## src/rtl/decode_stage.sv

```systemverilog
// ID stage: decodes 16-bit words, joins two-word immediates, owns the 8-entry register file and the ID/EX buffer.
// Optional: define DECODE_REG_BYPASS_EN for a write-first register file (write-back data forwarded to same-cycle reads).
module decode_stage #(
  parameter int DATA_W = 16,
  parameter int PC_W   = 32
) (
  input  logic              clk,
  input  logic              rst,
  input  logic              if_valid,
  input  logic [15:0]       instr,
  input  logic [PC_W-1:0]   if_next_pc,
  input  logic              stall,
  input  logic              flush,
  input  logic              wb_en,
  input  logic [2:0]        wb_addr,
  input  logic [DATA_W-1:0] wb_data,
  output logic              fetch_hold,
  output logic              id_valid,
  output logic [4:0]        id_opcode,
  output logic [2:0]        id_rd_addr,
  output logic [2:0]        id_rs_addr,
  output logic [DATA_W-1:0] id_rd_data,
  output logic [DATA_W-1:0] id_rs_data,
  output logic [3:0]        id_shamt,
  output logic              id_has_imm,
  output logic [DATA_W-1:0] id_imm,
  output logic [PC_W-1:0]   id_pc
);

  localparam int NUM_REGS = 8;

  typedef enum logic {S_INSTR, S_IMM} state_t;

  state_t            state_reg;
  logic [DATA_W-1:0] regs_reg [NUM_REGS];

  // Fields of the first word of a two-word instruction, held until its immediate arrives.
  logic [4:0]        hold_opcode_reg;
  logic [2:0]        hold_rd_reg;
  logic [2:0]        hold_rs_reg;
  logic [3:0]        hold_shamt_reg;
  logic [PC_W-1:0]   hold_pc_reg;

  logic [4:0]        src_opcode;
  logic [2:0]        src_rd;
  logic [2:0]        src_rs;
  logic [3:0]        src_shamt;
  logic [PC_W-1:0]   src_pc;
  logic [DATA_W-1:0] src_imm;
  logic              src_has_imm;
  logic [DATA_W-1:0] rd_data_next;
  logic [DATA_W-1:0] rs_data_next;
  logic              in_imm;

  assign fetch_hold = stall;
  assign in_imm     = (state_reg == S_IMM);

  genvar gi;
  generate
    for (gi = 0; gi < NUM_REGS; gi++) begin : g_regs
      always_ff @(posedge clk) begin
        if (rst) begin
          regs_reg[gi] <= '0;
        end else if (wb_en && (wb_addr == 3'(gi))) begin
          regs_reg[gi] <= wb_data;
        end
      end
    end
  endgenerate

  // Issue source: held fields when completing a two-word instruction, else the live word.
  always_comb begin
    src_opcode  = instr[15:11];
    src_rs      = instr[10:8];
    src_rd      = instr[7:5];
    src_shamt   = instr[4:1];
    src_pc      = if_next_pc;
    src_imm     = '0;
    src_has_imm = 1'b0;
    if (in_imm) begin
      src_opcode  = hold_opcode_reg;
      src_rs      = hold_rs_reg;
      src_rd      = hold_rd_reg;
      src_shamt   = hold_shamt_reg;
      src_pc      = hold_pc_reg;
      src_imm     = DATA_W'(instr);
      src_has_imm = 1'b1;
    end
  end

  always_comb begin
    rd_data_next = regs_reg[src_rd];
    rs_data_next = regs_reg[src_rs];
`ifdef DECODE_REG_BYPASS_EN
    if (wb_en && (wb_addr == src_rd)) rd_data_next = wb_data;
    if (wb_en && (wb_addr == src_rs)) rs_data_next = wb_data;
`else
    // Read-first: a same-cycle write is not visible; the hazard unit covers it with a stall.
`endif
  end

  always_ff @(posedge clk) begin
    if (rst) begin
      state_reg       <= S_INSTR;
      hold_opcode_reg <= '0;
      hold_rd_reg     <= '0;
      hold_rs_reg     <= '0;
      hold_shamt_reg  <= '0;
      hold_pc_reg     <= '0;
      id_valid        <= 1'b0;
      id_opcode       <= '0;
      id_rd_addr      <= '0;
      id_rs_addr      <= '0;
      id_rd_data      <= '0;
      id_rs_data      <= '0;
      id_shamt        <= '0;
      id_has_imm      <= 1'b0;
      id_imm          <= '0;
      id_pc           <= '0;
    end else if (flush) begin
      id_valid        <= 1'b0;
      state_reg       <= S_INSTR;
      hold_opcode_reg <= '0;
      hold_rd_reg     <= '0;
      hold_rs_reg     <= '0;
      hold_shamt_reg  <= '0;
      hold_pc_reg     <= '0;
    end else if (!stall) begin
      if (!if_valid) begin
        id_valid <= 1'b0;
      end else if (!in_imm && instr[0]) begin
        hold_opcode_reg <= instr[15:11];
        hold_rs_reg     <= instr[10:8];
        hold_rd_reg     <= instr[7:5];
        hold_shamt_reg  <= instr[4:1];
        hold_pc_reg     <= if_next_pc;
        id_valid        <= 1'b0;
        state_reg       <= S_IMM;
      end else begin
        id_valid   <= 1'b1;
        id_opcode  <= src_opcode;
        id_rd_addr <= src_rd;
        id_rs_addr <= src_rs;
        id_rd_data <= rd_data_next;
        id_rs_data <= rs_data_next;
        id_shamt   <= src_shamt;
        id_has_imm <= src_has_imm;
        id_imm     <= src_imm;
        id_pc      <= src_pc;
        state_reg  <= S_INSTR;
      end
    end
  end

endmodule

```

## config.mk

```make
export PLATFORM = sky130hd
export DESIGN_NAME = decode_stage
export DESIGN_NICKNAME = d
export VERILOG_FILES = /design/src/rtl/decode_stage.sv
export SDC_FILE = /design/constraint.sdc
export NUM_CORES = 1
export LEC_CHECK = 0
export ABC_AREA = 1
export BUFFER_PORTS_ARGS = -buffer_cell sky130_fd_sc_hd__buf_2
export CAP_MARGIN = 40
export CORE_MARGIN = 10
export CORE_UTILIZATION = 45
export DETAILED_ROUTE_END_ITERATION = 8
export PLACE_DENSITY_LB_ADDON = 0.3
export SLEW_MARGIN = 20
export SYNTH_ARGS = -nofsm -noshare
export SYNTH_HDL_FRONTEND = slang
export SYNTH_SLANG_ARGS = --single-unit
```

## constraint.sdc

```tcl
create_clock -name clk -period 1.9 [get_ports clk]
set_input_delay 0.095 -clock clk [delete_from_list [all_inputs] [get_ports clk]]
set_output_delay 0.095 -clock clk [all_outputs]
set_load 0.1 [all_outputs]
```

==> results.toml <==
[critical_path]
worstRegToRegCells = 10
worst_setup_path_start_kind = "flip-flop"
critical_path.cell_chain = "inv_2 > nand2_2 > buf_12 > nand3_1 > nand3_1 > nand2_1 > nand2_1 > nand3_1 > nand2_1 > inv_1"
endpoint_kind = "flip-flop"
required_ns = 2.34
cp_slowest_cell = "dfxtp_2"
crit_arrival_ns = 2.10
r2r_end = "id_rd_data[6]$_SDFFE_PP0P_"
r2r_setup_slack_ns = 0.24
slowest_delay_ns = 0.39
critPathMaxFanout = 64
worstSetupPathType = "flip-flop to flip-flop"
timing.rr.start = "in_imm$_SDFFE_PP0P_"

[finish]
final_area_sq_um = 16100
drive_gt1_frac = 0.156
finalNetCount = 1957
largest_reg_flops = 128
finalNonFillerCells = 2294
area_growth_pct = 23.2

[min_path]
hold_depth = 3
worst_hold_path.endpoint = "regs_reg[2][7]$_SDFFCE_PN0P_"
hp-class = "input port to flip-flop"
hp-start = "wb_data[7]"

[die]
start_util = 0.456
die-area_sq_um = 36300
core_sq_um = 28700
die_h_um = 191
rows = 62
ios = 171
die_width_um = 191

[job]
maxCapViolations = 0

[global_route]
globalRouteOverflowTotal = 0
grt_pass1_vias = 12000
grt_max_degree = 87
grt_pass1_wl_um = 68800
antenna_found_initial = 3
grtUsageTotal = 0.236

[yosys]
synth.distinct_cells = 21
synth_area_sq_um = 13100
yosysSeqAreaShare = 0.515
yosysTopAreaCellShare = 0.294
synth_area_leaders = "edfxtp_1, dfxtp_1, nand3_1"
async_flop_share = 0
synth-edff-count = 128
yosys.area.top_type = "edfxtp_1"
synth_common_cells = "nand3_1, nand2_1, nor2_1"
synthCells = 1695
synth_fp_nets = 1768
synth.most_common_cell = "nand3_1"
yosysWarnings = 0
synth_flop_cell = "dfxtp_1"
syn_area_per_cell_sq_um = 7.73
ys_ff_latch = 273

[timing]
worst_pin_slew_ns = 0.534
final.period_utilization = 0.871
clock_skew_ns = 0.0145
setup_viol = 0
fmax_ghz = 0.604
slew_viol_final = 0
period_needed_ns = 1.66
rsz0062_at_grt = "false"
max_slew_margin = 0.646
finalHoldViolCount = 0
final.setup.tns_ns = 0

[place]
place_hpwl_um = 27800
dp_cells = 2178
gp_congestion = 0.897
port_buffers = 170
place_area_sq_um = 14500

[detailed_routing]
route.detailed.drc = 0
ant_nets = 0
drtPass1Iterations = 9
vias = 12800
wl_per_cell_um = 19.4
drt-initial-drc-count = 2032
wl_um = 44600
viasPerCell = 5.56

[power]
irDropWorstVdd_mv = 0.720
p_leak_uw = 0.00740
power_density_nw_per_um2 = 921

[cts]
hold_buffers = 58
clockBufferDepth = 3
post_cts_resized = 0
clkTransAtPathRegs_ns = 0.06
cts_tree = "yes"
h-tree-depth = 1
clock-sinks = 273
clock_latency_ns = 0.55
post-cts-setup-buffer-count = 0
cts_root_buf = "clkbuf_16"
cts_buffers = 30

[outcome]
status = "finished, final reports clean"
[critical path, delay by kind of cell, from the launching register on]
kind                   cells  cell delay [ns]
buffers and inverters      3             0.41
DFF                        1             0.39
and+or+nand+nor            7             0.69
[metrics by stage]
step / utilization / setup slack (ns) / hold slack (ns) / power [uW]
after floorplan: - / 0.0153 / 0.238 / 7940
after global placement: 0.503 / 0.326 / 0.363 / 8520
after detailed placement: 0.503 / 0.312 / 0.368 / 8540
after CTS: 0.562 / 0.292 / 0.0136 / 14800
after global routing: 0.562 / 0.114 / 0.0216 / 15300
final: 0.562 / 0.245 / 0.00933 / 14800
[cell usage in the layout, fill, tap and decap left out, types with 4 or more instances in the layout]
master / count
nand3_1: 409
nand2_1: 344
nor2_1: 197
buf_2: 170
inv_1: 158
dfxtp_1: 144
edfxtp_1: 128
o21ai_0: 80
dlygate4sd3_1: 58
a31oi_1: 42
a21oi_1: 38
buf_4: 35
clkbuf_16: 33
buf_12: 20
o21ai_1: 6
nand2_2: 6
inv_2: 5
nor2_2: 5
clkbuf_8: 5
clkbuf_1: 5
clkinv_2: 4
bufinv_16: 4
[routing by layer]
layer | track usage | wire (um)
met5 | 0.00412 | 21
met4 | 0.0760 | 1110
met3 | 0.0607 | 5390
met2 | 0.353 | 19800
met1 | 0.325 | 18200
[cell families after synthesis]
family / Yosys count / share of synthesized area
and+or+nand+nor: 964 / 0.319
buffers and inverters: 289 / 0.0966
DFF: 273 / 0.515
AOI/OAI and AO/OA: 169 / 0.0695
[worst max-delay path by stage]
stage,startpoint,to
floorplan,rst,regs_reg[7][0]$_SDFFCE_PN0P_
global placement,in_imm$_SDFFE_PP0P_,id_rs_data[8]$_SDFFE_PP0P_
detailed placement,in_imm$_SDFFE_PP0P_,id_rs_data[8]$_SDFFE_PP0P_
CTS,in_imm$_SDFFE_PP0P_,id_rd_data[6]$_SDFFE_PP0P_
global route,in_imm$_SDFFE_PP0P_,id_rs_data[8]$_SDFFE_PP0P_
finish,in_imm$_SDFFE_PP0P_,id_rd_data[6]$_SDFFE_PP0P_
[cell type report]
cell class | count | area, sq um
Antenna cell | 2 | 5.00
Clock buffer | 43 | 913
Clock inverter | 13 | 178
Fill cell | 2603 | 12600
Inverter | 163 | 612
Multi-Input combinational cell | 1133 | 5100
Sequential cell | 273 | 6750
Tap cell | 384 | 480
Timing Repair Buffer | 283 | 2090
[power by group]
| group | switching [uW] | internal, uW | total, uW |
|---|---|---|---|
| registers | 153 | 6420 | 6570 |
| logic | 1410 | 565 | 1980 |
| clock network | 2400 | 3890 | 6300 |
Power figures use the tool's default switching activity.
